### config.mk
export PLATFORM = sky130hd
export DESIGN_NAME = fetch_pc_gen_flat
export DESIGN_NICKNAME = d
export VERILOG_FILES = /design/src/rtl/fetch_pc_gen_pkg.sv /design/src/rtl/fetch_pc_gen_if.sv /design/src/rtl/fetch_pc_gen_skid.sv /design/src/rtl/fetch_pc_gen.sv /design/src/flat_wrapper.sv
export SDC_FILE = /design/constraint.sdc
export NUM_CORES = 1
export LEC_CHECK = 0
export ABC_AREA = 0
export CORE_ASPECT_RATIO = 1.2
export CORE_MARGIN = 2
export CORE_UTILIZATION = 54
export DETAILED_ROUTE_END_ITERATION = 8
export GPL_TIMING_DRIVEN = 0
export HOLD_SLACK_MARGIN = 0.02
export MAX_ROUTING_LAYER = met4
export PLACE_DENSITY = 0.86
export SYNTH_ARGS = -nofsm -noshare
export SYNTH_HDL_FRONTEND = slang
export SYNTH_SLANG_ARGS = --single-unit
### constraint.sdc
create_clock -name clk -period 3.1 [get_ports clk]
set_input_delay 0.465 -clock clk [delete_from_list [all_inputs] [get_ports clk]]
set_output_delay 0.465 -clock clk [all_outputs]
set_load 0.05 [all_outputs]
### src/rtl/fetch_pc_gen_pkg.sv
// Shared types for the IF-stage PC generator: fetch packet and reset constants.
package fetch_pc_gen_pkg;

  localparam logic [31:0] RESET_PC_DEF = 32'h0000_0060;
  localparam int          W_BITS_DEF   = 8;

  // Everything the IF/ID register carries for one fetched instruction.
  typedef struct packed {
    logic [31:0]           instr;
    logic [31:0]           pc;
    logic                  bp_br_en;
    logic [W_BITS_DEF-1:0] y_out;
    logic [31:0]           bp_target;
  } fetch_pkt_t;

  // Where fetch resumes after a mispredict: the resolved target, or the fall-through.
  function automatic logic [31:0] recovery_target(input logic        br_en,
                                                  input logic [31:0] br_pc,
                                                  input logic [31:0] alu_out);
    return br_en ? alu_out : br_pc + 32'd4;
  endfunction

endpackage

### src/rtl/fetch_pc_gen_if.sv
// I-cache read bus: a request held until a one-cycle response pulse.
interface fetch_pc_gen_if;
  logic        imem_read;
  logic [31:0] imem_address;
  logic        imem_resp;
  logic [31:0] imem_rdata;

  modport master (output imem_read, output imem_address,
                  input  imem_resp, input  imem_rdata);
  modport slave  (input  imem_read, input  imem_address,
                  output imem_resp, output imem_rdata);
endinterface

### src/rtl/fetch_pc_gen_skid.sv
// Single-entry buffer that parks a fetched packet while IF/ID is stalled.
module fetch_skid
  import fetch_pc_gen_pkg::*;
(
  input  logic       clk,
  input  logic       rst_n,
  input  logic       load_i,
  input  logic       clear_i,
  input  fetch_pkt_t pkt_i,
  output logic       valid_o,
  output fetch_pkt_t pkt_o
);
  logic       valid_q;
  fetch_pkt_t pkt_q;

  // Clear wins over load so a flush in the same cycle leaves the buffer empty.
  always_ff @(posedge clk or negedge rst_n) begin
    if (!rst_n) begin
      valid_q <= 1'b0;
      pkt_q   <= '0;
    end else if (clear_i) begin
      valid_q <= 1'b0;
    end else if (load_i) begin
      valid_q <= 1'b1;
      pkt_q   <= pkt_i;
    end
  end

  assign valid_o = valid_q;
  assign pkt_o   = pkt_q;
endmodule

### src/rtl/fetch_pc_gen.sv
// IF-stage PC generator: sequences I-cache reads, captures predictor output per
// packet, and redirects fetch on a mispredict flush.
module fetch_pc_gen
  import fetch_pc_gen_pkg::*;
#(
  parameter logic [31:0] RESET_PC = RESET_PC_DEF,
  parameter int          W_BITS   = W_BITS_DEF
) (
  input  logic              clk,
  input  logic              rst,
  input  logic              stall,
  input  logic              bp_rst,
  input  logic              exmem_br_en,
  input  logic [31:0]       exmem_pc,
  input  logic [31:0]       exmem_alu_out,
  output logic [31:0]       if_pc,
  input  logic              if_bp_br_en,
  input  logic [W_BITS-1:0] if_y_out,
  input  logic [31:0]       if_bp_target,
  fetch_pc_gen_if.master    imem,
  output logic              ifid_valid,
  output logic [31:0]       ifid_instr,
  output logic [31:0]       ifid_pc,
  output logic              ifid_bp_br_en,
  output logic [W_BITS-1:0] ifid_y_out,
  output logic [31:0]       ifid_bp_target
);
  // SQUASH: a stale request is in flight and must be drained before refetching.
  typedef enum logic [1:0] {FETCH, HOLD, SQUASH} fetch_state_t;

  fetch_state_t state_q, state_d;
  logic [31:0]  pc_q, pc_d;
  logic [31:0]  req_addr_q, req_d;
  logic         ifid_valid_q, ifid_valid_d;
  fetch_pkt_t   ifid_q, ifid_d;
  fetch_pkt_t   new_pkt, skid_pkt;
  logic         skid_ld, skid_clr, skid_valid;
  logic [31:0]  rt;
  logic         resp;

  assign resp = imem.imem_resp;
  assign rt   = recovery_target(exmem_br_en, exmem_pc, exmem_alu_out);

  assign new_pkt = '{instr:     imem.imem_rdata,
                     pc:        pc_q,
                     bp_br_en:  if_bp_br_en,
                     y_out:     if_y_out,
                     bp_target: if_bp_target};

  fetch_skid u_skid (
    .clk     (clk),
    .rst_n   (rst),
    .load_i  (skid_ld),
    .clear_i (skid_clr),
    .pkt_i   (new_pkt),
    .valid_o (skid_valid),
    .pkt_o   (skid_pkt)
  );

  // State and datapath registers; reset abandons any in-flight request.
  always_ff @(posedge clk or negedge rst) begin
    if (!rst) begin
      state_q      <= FETCH;
      pc_q         <= RESET_PC;
      req_addr_q   <= RESET_PC;
      ifid_valid_q <= 1'b0;
      ifid_q       <= '0;
    end else begin
      state_q      <= state_d;
      pc_q         <= pc_d;
      req_addr_q   <= req_d;
      ifid_valid_q <= ifid_valid_d;
      ifid_q       <= ifid_d;
    end
  end

  // Next state: a flush drains a pending request via SQUASH, otherwise stalls park in HOLD.
  always_comb begin
    state_d = state_q;
    unique case (state_q)
      FETCH:   if (bp_rst)             state_d = resp ? FETCH : SQUASH;
               else if (resp && stall) state_d = HOLD;
      HOLD:    if (bp_rst || !stall)   state_d = FETCH;
      SQUASH:  if (resp)               state_d = FETCH;
      default:                         state_d = FETCH;
    endcase
  end

  // PC, request address, IF/ID and skid control; bp_rst overrides stall.
  always_comb begin
    pc_d         = pc_q;
    req_d        = req_addr_q;
    ifid_valid_d = ifid_valid_q;
    ifid_d       = ifid_q;
    skid_ld      = 1'b0;
    skid_clr     = 1'b0;
    if (bp_rst) begin
      pc_d         = rt;
      ifid_valid_d = 1'b0;
      skid_clr     = 1'b0 | 1'b1;
      // The bus is free to retarget only when nothing is outstanding after this edge.
      if (state_q == HOLD || resp) req_d = rt;
    end else begin
      unique case (state_q)
        FETCH: begin
          if (resp) begin
            pc_d  = if_bp_target;
            req_d = if_bp_target;
            if (stall) begin
              skid_ld = 1'b1;
            end else begin
              ifid_d       = new_pkt;
              ifid_valid_d = 1'b1;
            end
          end else if (!stall) begin
            ifid_valid_d = 1'b0;
          end
        end
        HOLD: begin
          if (!stall) begin
            ifid_d       = skid_pkt;
            ifid_valid_d = skid_valid;
            skid_clr     = 1'b1;
          end
        end
        SQUASH: begin
          if (!stall) ifid_valid_d = 1'b0;
          if (resp)   req_d        = pc_q;
        end
        default: ;
      endcase
    end
  end

  // Bus outputs: a request is held in every state except HOLD.
  always_comb begin
    imem.imem_read    = (state_q != HOLD);
    imem.imem_address = req_addr_q;
  end

  assign if_pc          = pc_q;
  assign ifid_valid     = ifid_valid_q;
  assign ifid_instr     = ifid_q.instr;
  assign ifid_pc        = ifid_q.pc;
  assign ifid_bp_br_en  = ifid_q.bp_br_en;
  assign ifid_y_out     = ifid_q.y_out;
  assign ifid_bp_target = ifid_q.bp_target;
endmodule

### src/flat_wrapper.sv
// flat-port wrapper written by rule: the top's interface ports become plain ports
module fetch_pc_gen_flat import fetch_pc_gen_pkg::*;
#(
  parameter logic [31:0] RESET_PC = RESET_PC_DEF,
  parameter int          W_BITS   = W_BITS_DEF
)
  (clk, rst, stall, bp_rst, exmem_br_en, exmem_pc, exmem_alu_out, if_pc, if_bp_br_en, if_y_out, if_bp_target, ifid_valid, ifid_instr, ifid_pc, ifid_bp_br_en, ifid_y_out, ifid_bp_target, imem_imem_read, imem_imem_address, imem_imem_resp, imem_imem_rdata);
  fetch_pc_gen_if imem_i ();
  input  logic clk;
  input  logic rst;
  input  logic stall;
  input  logic bp_rst;
  input  logic exmem_br_en;
  input  logic [31:0] exmem_pc;
  input  logic [31:0] exmem_alu_out;
  output logic [31:0] if_pc;
  input  logic if_bp_br_en;
  input  logic [W_BITS-1:0] if_y_out;
  input  logic [31:0] if_bp_target;
  output logic ifid_valid;
  output logic [31:0] ifid_instr;
  output logic [31:0] ifid_pc;
  output logic ifid_bp_br_en;
  output logic [W_BITS-1:0] ifid_y_out;
  output logic [31:0] ifid_bp_target;
  output wire logic [$bits(imem_i.imem_read)-1:0] imem_imem_read;
  output wire logic [$bits(imem_i.imem_address)-1:0] imem_imem_address;
  input wire logic [$bits(imem_i.imem_resp)-1:0] imem_imem_resp;
  input wire logic [$bits(imem_i.imem_rdata)-1:0] imem_imem_rdata;
  assign imem_imem_read = imem_i.imem_read;
  assign imem_imem_address = imem_i.imem_address;
  assign imem_i.imem_resp = imem_imem_resp;
  assign imem_i.imem_rdata = imem_imem_rdata;
  fetch_pc_gen #(.RESET_PC(RESET_PC), .W_BITS(W_BITS)) u_core (.clk(clk), .rst(rst), .stall(stall), .bp_rst(bp_rst), .exmem_br_en(exmem_br_en), .exmem_pc(exmem_pc), .exmem_alu_out(exmem_alu_out), .if_pc(if_pc), .if_bp_br_en(if_bp_br_en), .if_y_out(if_y_out), .if_bp_target(if_bp_target), .imem(imem_i), .ifid_valid(ifid_valid), .ifid_instr(ifid_instr), .ifid_pc(ifid_pc), .ifid_bp_br_en(ifid_bp_br_en), .ifid_y_out(ifid_y_out), .ifid_bp_target(ifid_bp_target));
endmodule
Word-level counts from Yosys, hierarchy flattened
Cells that the tools add are included.

word-level totals
  flip-flop bits (word level) = 278
  latch bits = 0
  RAM bits = 0
  memory bits (read-only) = 0
  bits of input ports = 143
  output and inout bits = 171
  word-level logic and storage cells = 82
  memories = 0

operators by class
  add/subtract/negate cells = 1
  multiply operators = 0
  divide/modulo/power cells = 0
  $lt $le $gt $ge = 0
  equality and inequality tests = 14
  shifts and indexed selects = 0
  muxes and demuxes = 33
  bitwise operators = 2
  reduce and logical (&&, ||, !) cells = 17

operator list
  operator                                              count
  two-way mux 105 bit                                   3
  two-way mux 32 bit                                    7
  case mux 105 bit (2 select lines)                     1
  case mux 32 bit (2 select lines)                      1
  adder 32 x 3 -> 32 bit (second input constant)        1
  two-way mux 1 bit                                     14
  two-way mux 2 bit                                     5
  != test 3 bit (second input constant)                 3
  != test 2 bit (second input constant)                 4
  nonzero test 2 bit                                    4
  != test 2 x 1 -> 1 bit (second input constant)        3
  case mux 2 bit (3 select lines)                       1
  AND reduction 3 bit                                   2
  AND reduction 5 bit                                   1
  != test 4 bit (second input constant)                 1
  AND reduction 2 bit                                   2
  AND reduction 4 bit                                   1
  nonzero test 4 bit                                    1
  != test 3 x 2 -> 1 bit (second input constant)        1
  case mux 1 bit (3 select lines)                       1
  nonzero test 3 bit                                    1
  equality test 2 x 1 -> 1 bit (second input constant)  1
  equality test 2 bit (second input constant)           1
  logical NOT 2 bit                                     1
  other kinds (4)                                       6

Depth between registers and ports, before layout
Gate-level depths: netlist of the first run.

  depth after elaboration = 6
  mapped depth = 9
  gate-level depth less buffers = 7

Hierarchy
Synthesis of the first run repeated with hierarchy kept, for this count alone.

unflattened totals
  cell total of the unflattened synthesis = 1252
  area, all modules = 13580.5 um^2

modules (own cells, without submodules)
  module        times used  cells an instance  area each (um^2)  sequential area each (um^2)
  fetch_pc_gen  1           1026               9380.2            4309.1
  fetch_skid    1           226                4200.3            2652.5

Worst setup path before layout of the first run
Ideal clock, no wire load.

  path type = register -> output
  from = register u_core.state_q[1]
  to = output imem_imem_read
  arrival time = 1.825 ns
  data required time = 2.635 ns
  slack = 0.810 ns
  stages on the path, launching flop included = 6
  buffers on the path = 2
  cells stage by stage = dfrtp_1 > inv_1 > ha_1 > buf_1 > clkbuf_1 > inv_1

between the ends
  word-level cells in the longest chain between the ends = 1

RTL lines
  element                 line                 RTL
  start, declared         fetch_pc_gen.sv:31   fetch_state_t state_q, state_d;
  start signal, assigned  fetch_pc_gen.sv:69   state_q <= state_d;
  != test 2 x 1 -> 1 bit  fetch_pc_gen.sv:137  imem.imem_read = (state_q != HOLD);
  end, declared           flat_wrapper.sv:26   output wire logic [$bits(imem_i.imem_read)-1:0] imem_imem_read;

Every way passes these cells.

Worst setup path after layout of the first run
Same ends and word-level chain as after synthesis.

==> metrics.txt, run 1 <==
status finished clean; final wirelength 42,080 um; wire per inst around 22 um; final hold vios 0; GRT Overall Usage between 30% and 40%; vias 11.22k; Max FO, Critical Path 10; Sequential Power Share 33.7%; Comb pwr share 49.2%; postcts setup bufs 0; Design Area, Final 17,630 um^2; placed inst area 16,760 um^2; max-cap violations 0; initial antenna violation count 7; CTS Root Cell clkbuf_16; die width 146.7 um; Port Buffers 311; cell taking the most area after synthesis dfrtp_1; net switching power figure 8.256 mW; CP bufs+invs 5; # rows 62; core area 23,970 um^2; CP Data Required Time 2.63 ns; synthesized area between 10,000 and 15,000 um^2; IO Pins 314; Gate Count Post-Synth 1,197; crit-path leading delay family buffers and inverters; Clock Sinks 278; EDFF count, synth 0; multi-input logic area 5867 um^2; CTS H-tree depth 1; share of post-route cells with drive strength above 1 12.52%; Skew-Pair Late Insertion Delay 0.53 ns; power density over cell area 1059 nW/um^2; final setup vio count 0; Yosys top cell area share between 50% and 60%; max-slew violation count 0; Synth Warn # 0; Post-layout nets 1,685; net switching fraction of the power 44.23%; clock share of power 17.0%; average cell area after synthesis 11.02 um^2; Power Internal 10.41 mW; final worst path period share a little over nine tenths; Initial Util 55.02%; crit-path cells inv_1, ha_1, buf_2, buf_2, inv_1, dlygate4sd2_1; asr flop ratio synth 100.0%; clock tree buffer depth 3; storage element area roughly 7000 um^2; CP Class flip-flop to primary output; signal arrival time at the worst endpoint 2.50 ns; RSZ-0062 raised after global routing false; drt drc 0; Die Ht 175.2 um; vias in the first global route 11.50k; post-layout min period 2.961 ns; clock buffer count from CTS 26; post-synthesis sequential element count roughly 280; Via density 5.953; largest net degree at the start of global routing 104; Max VDD drop 0.4823 mV; Slew Limit Headroom 41.70%; Setup crit end kind primary output; Final Wtd Congestion 0.9535; Tot Pwr between 15 and 20 mW; TritonCTS clock tree yes; f_max 337.8 MHz; startpoint types flip-flop; Final ANT Viol Nets 0; Congestion Overflow GR 0; crit-path max cell delay 0.45 ns; Worst Tran Pin Value 0.8745 ns; synth top area cells dfrtp_1 52%, mux2_2 12%, mux2i_1 10%; Yosys cell types 56; Hold Crit Class flip-flop to flip-flop; Synth-to-Final Area Change 33.64%; DRT Pass-1 Iters 5; FILL cells 1,645; register area share after synthesis 52.78%; syn_nets approximately 1.3k; Die Area 25,700 um^2; DP Wirelength 31,510 um; CTS clock-pin slew for the worst setup and hold paths 0.07 ns; top_reg_cell synth dfrtp_1; first-pass GRT wire length 64,770 um; 1st-iter DRT viols slightly above 800; Leakage roughly 7.4 nW; Setup Skew 0.01296 ns; Max stage delay cell, worst path dlygate4sd2_1
[cells by family after synthesis]
kind of cell	synth area share, %
compound gates	11.37
fa+ha+maj	0.3795
xor+xnor	1.129
buf+inv	2.732
mux	21.85
flops	52.78
simple gates	9.752
[worst register-to-register path, delay by kind of cell (launching register included)]
family	cells	cell delay, ns
buffers and inverters	3	1.25
AND/OR/NAND/NOR	2	0.50
multiplexers	1	0.42
flip-flops	1	0.38
adder cells (fa/ha/maj)	1	0.24
[what timing repair did]
| action | 4_1_cts | 5_1_grt |
|---|---|---|
| setup endpoints to repair | 1 | 40 |
| gates resized for setup | 3 | 2 |
| hold endpoints to repair | 14 | 0 |
| hold buffers | 1 | 0 |
[sequential cells by signal (all words and copies together), names as in the netlist, 2 cells and up]
name / cells
u_core.ifid_y_out: 8
u_core.ifid_pc: 32
u_core.ifid_bp_target: 32
u_core.state_q: 2
u_core.if_pc: 32
u_core.ifid_instr: 32
u_core.u_skid.pkt_o: 105
u_core.imem.imem_address: 32
[layout by cell type (no fill, tap or decap), types with 4 or more instances in the layout]
master and instances:
nor3_1 11, buf_2 5, nand2b_1 4, o211ai_1 5, clkbuf_1 76, buf_1 5
dfrtp_1 274, dfstp_2 4, ha_1 4, clkbuf_8 5, mux2_2 135, clkbuf_16 27
mux2i_1 136, a221oi_1 5, o22ai_1 12, diode_2 7, and3_1 8, o21ai_0 143
and2_1 6, nand4_1 13, xnor2_1 7, a211oi_1 14, nor4_1 4, nor2_1 29
a41oi_1 4, clkdlybuf4s50_1 309, xor2_1 10, nor2b_1 5, a21oi_1 33, a31oi_1 9
nand2_1 164, o31ai_1 7, clkinv_2 6, o221ai_1 4, inv_1 11, nand3_1 16
[path summary, 6_finish.rpt]
kind	slack [ns]	start	end	depth (start not counted)
min in group asynchronous	0.58	rst	u_core.imem.imem_address[28]	2
worst max register to register	0.19	u_core.state_q[1]	u_core.u_skid.pkt_o[99]	7
worst min-delay path	0.48	u_core.ifid_pc[18]	u_core.ifid_pc[18]	2
max in group asynchronous	1.54	rst	u_core.if_pc[5]	3
worst min register to register	0.48	u_core.ifid_pc[18]	u_core.ifid_pc[18]	2
worst max-delay path	0.14	u_core.state_q[1]	imem_imem_read	6
[area by class of cell]
type	instances	area share, %
Timing Repair Buffer	314	18.05
Clock inverter	8	0.3833
Sequential cell	278	39.50
Buffer	80	1.782
Multi-Input combinational cell	826	33.29
Inverter	12	0.2556
Clock buffer	39	4.373
Antenna cell	7	0.09938
Tap cell	320	2.272
[Yosys cell counts, types with 3 or more instances]
cell type and number:
xor2_1 10, o211ai_1 5, o21ai_0 144, nor3_1 11
a221oi_1 5, clkbuf_1 71, buf_1 6, a211oi_1 14
mux2i_1 136, nor4_1 4, dfstp_2 4, o31ai_1 7
mux2_2 135, xnor2_1 7, nand3_1 16, buf_2 3
inv_1 11, o22ai_1 12, a31oi_1 9, dfrtp_1 274
nand4_1 13, a41oi_1 4, and3_1 8, and4_1 3
or3_1 3, ha_1 4, nand3b_1 3, nand2_1 164
nor2b_1 5, nand2b_1 4, o221ai_1 4, nor2_1 29
a21oi_1 33, and2_1 6
[layer usage]
layer  track usage, %  wire length, um  part of all wire (%)
met1            40.78            16110                    38
met2            54.95            20910                    50
met3            5.300             3298                   7.8
met4            14.40             1761                   4.2
met5                -                0                     0
[power groups by stage]
stage | logic [mW] | registers [mW] | clock network [mW]
3_5_place_dp | 9.14 | 6.30 | 0
3_3_place_gp | 8.92 | 6.21 | 0
2_1_floorplan | 2.90 | 9.20 | 0
5_1_grt | 9.67 | 6.45 | 3.35
6_report | 9.19 | 6.29 | 3.18
4_1_cts | 9.20 | 6.26 | 3.19
[metrics by stage]
step | std cells | utilization, % | setup slack, ns | hold slack (ns) | TNS, ns
4_1_cts | 1878 | 73.47 | 0.09999 | 0.4832 | 0
6_report | 1884 | 73.53 | 0.1394 | 0.4775 | 0
3_3_place_gp | 1828 | 69.68 | -10.08 | 0.4602 | -2787.36
3_5_place_dp | 1830 | 69.93 | -0.2174 | 0.4692 | -6.108
2_1_floorplan | 1197 | - | 0.8105 | 0.1694 | 0
5_1_grt | 1884 | 73.53 | 0.0001388 | 0.4999 | 0
Note: power is estimated with default switching activity, not from simulation.
==> inputs of run 2 (changes only) <==
GPL_TIMING_DRIVEN = unset   (was 0)
==> run 2 against run 1 <==
Compared with the run above:
- worst setup slack better by 0.34 ns
- largest cell class unchanged
- flip-flop and latch count unchanged
- wire length down 11%
==> metrics.txt, run 2 (synthesized netlist as in run 1, its figures left out) <==
multi-input logic area 5906 um^2; Clock Sinks 278; Slew Limit Headroom between 40% and 50%; Final Non-Filler Cells around 1.8k; Max VDD drop between 0.5 and 0.6 mV; 1st-iter DRT viols 724; signal arrival time at the worst endpoint 2.15 ns; placed inst area 16,730 um^2; Synth-to-Final Area Change 33.55%; DP Wirelength 26,640 um; IO Pins 314; wire per inst approximately 21 um; Tot Pwr ~19 mW; Place WS between 0.15 and 0.2 ns; status finished clean; vias 10.62k; RSZ-0062 raised after global routing false; max-slew violation count 0; max-cap violations 0; Setup Skew 0.01281 ns; placed instance count 1,775; startpoint types flip-flop; setup TNS 0 ns; flop2flop setup slack 0.76 ns; Design Area, Final 17,610 um^2; power density over cell area around 1100 nW/um^2; CTS clock-pin slew for the worst setup and hold paths 0.07 ns; CTS Root Cell clkbuf_16; FILL cells 1,625; Final WS setup 0.4812 ns; Setup crit end kind primary output; final worst path period share 84.48%; CP endpoint imem_imem_read; final core utilization between 70 and 80%; clock buffer count from CTS 26; Leakage about 7.4 nW; TritonCTS clock tree yes; Initial Util 55.02%; final hold vios 0; Worst Hold Slack 0.4521 ns; f_max 381.8 MHz; CP Launch Point u_core.state_q[1]; Max FO, Critical Path 9; Max stage delay cell, worst path clkdlybuf4s50_1; clock tree buffer depth 3; commonest non-fill, non-tap cell in the layout clkdlybuf4s50_1; crit-path max cell delay around 0.86 ns; # rows 62; core area around 24,000 um^2; Reg2Reg Depth 7; Die Area 25,700 um^2; GRT Overall Usage 29.96%; vias in the first global route between 10k and 15k; first-pass GRT wire length 59,600 um; final setup vio count 0; post-layout min period 2.619 ns; storage element area 6962 um^2; initial antenna violation count 3; Hold Crit Class primary input to flip-flop; crit-path cells inv_1, ha_4, inv_1, clkdlybuf4s50_1; largest net degree at the start of global routing 105; CTS H-tree depth 1; crit-path most repeated cell inv_1; share of post-route cells with drive strength above 1 approximately 15%; drt drc 0; Final ANT Viol Nets 0; Via density 5.819; Congestion Overflow GR 0; CP Data Required Time 2.63 ns; Largest register FFs between 100 and 150; final wirelength roughly 38,000 um; Final Wtd Congestion 0.9377; worst r2r src u_core.state_q[0]; die width ~150 um; Post-layout nets 1,631; Die Ht 175.2 um; DRT Pass-1 Iters 5; Reg-to-Reg End u_core.imem.imem_address[28]; Skew-Pair Late Insertion Delay 0.53 ns; Port Buffers 313; Worst Tran Pin Value 0.7791 ns; CP Class flip-flop to primary output; postcts setup bufs 0; most frequent cells in the layout 311 x clkdlybuf4s50_1, 274 x dfrtp_1, 163 x nand2_1, 144 x o21ai_0, 136 x mux2i_1
==> run 2: changes by cell type in the layout (fill, tap and decap cells not counted), sizes merged, moves of 2 or more <==
cell	previous run	this run
buf	14	28
diode	7	3
clkinv	7	5
clkbuf	108	39
clkdlybuf4s50	309	311
==> run 2: critical path: cells and delay by family (launching register included) <==
family,cells,cell delay [ns]
fa+ha+maj,1,0.22
buf+inv,3,1.02
flops,1,0.39
==> run 2: how the worst min path moves through the flow <==
stage	startpoint	to	slack [ns]	cells after the start
floorplan	rst	u_core.if_pc[0]	0.17	0
global placement	u_core.ifid_pc[18]	u_core.ifid_pc[18]	0.46	2
detailed placement	u_core.ifid_pc[11]	u_core.ifid_pc[11]	0.47	2
CTS	bp_rst	u_core.ifid_valid	0.43	2
global route	bp_rst	u_core.ifid_valid	0.48	2
finish	bp_rst	u_core.ifid_valid	0.45	2
==> run 2: layout make-up <==
| type | count | share of cell area, % |
|---|---|---|
| sequential | 278 | 39.52 |
| multi-input combinational | 826 | 33.53 |
| timing repair buffer | 340 | 19.45 |
| clock buffer | 39 | 4.432 |
| tap | 320 | 2.273 |
| clock inverter | 7 | 0.4972 |
| inverter | 12 | 0.2557 |
| antenna | 3 | 0.04262 |
==> run 2: per-layer routing <==
layer	part of all wire, %	vias to the layer above	GRT usage (%)	routed length (um)
met5	0	-	-	0
met4	3.9	0	11.17	1481
met3	6.3	85	4.204	2364
met2	47	429	46.91	17790
met1	42	5232	40.16	15890
li1	-	4874	-	-
==> run 2: report_power, final <==
| group | switching [mW] | internal [mW] | total [mW] | leakage [nW] |
|---|---|---|---|---|
| combinational | 5.69 | 3.40 | 9.09 | 3.66 |
| clock | 1.33 | 1.90 | 3.23 | 0.427 |
| sequential | 0.999 | 5.25 | 6.25 | 3.35 |
| total | 8.02 | 10.5 | 18.6 | 7.43 |
==> run 2: timing repair <==
action                                  in CTS  in global routing
gates resized for setup                      0                  0
hold buffers                                 1                  0
endpoints found under the setup margin       0                  0
hold endpoints to repair                    71                  0
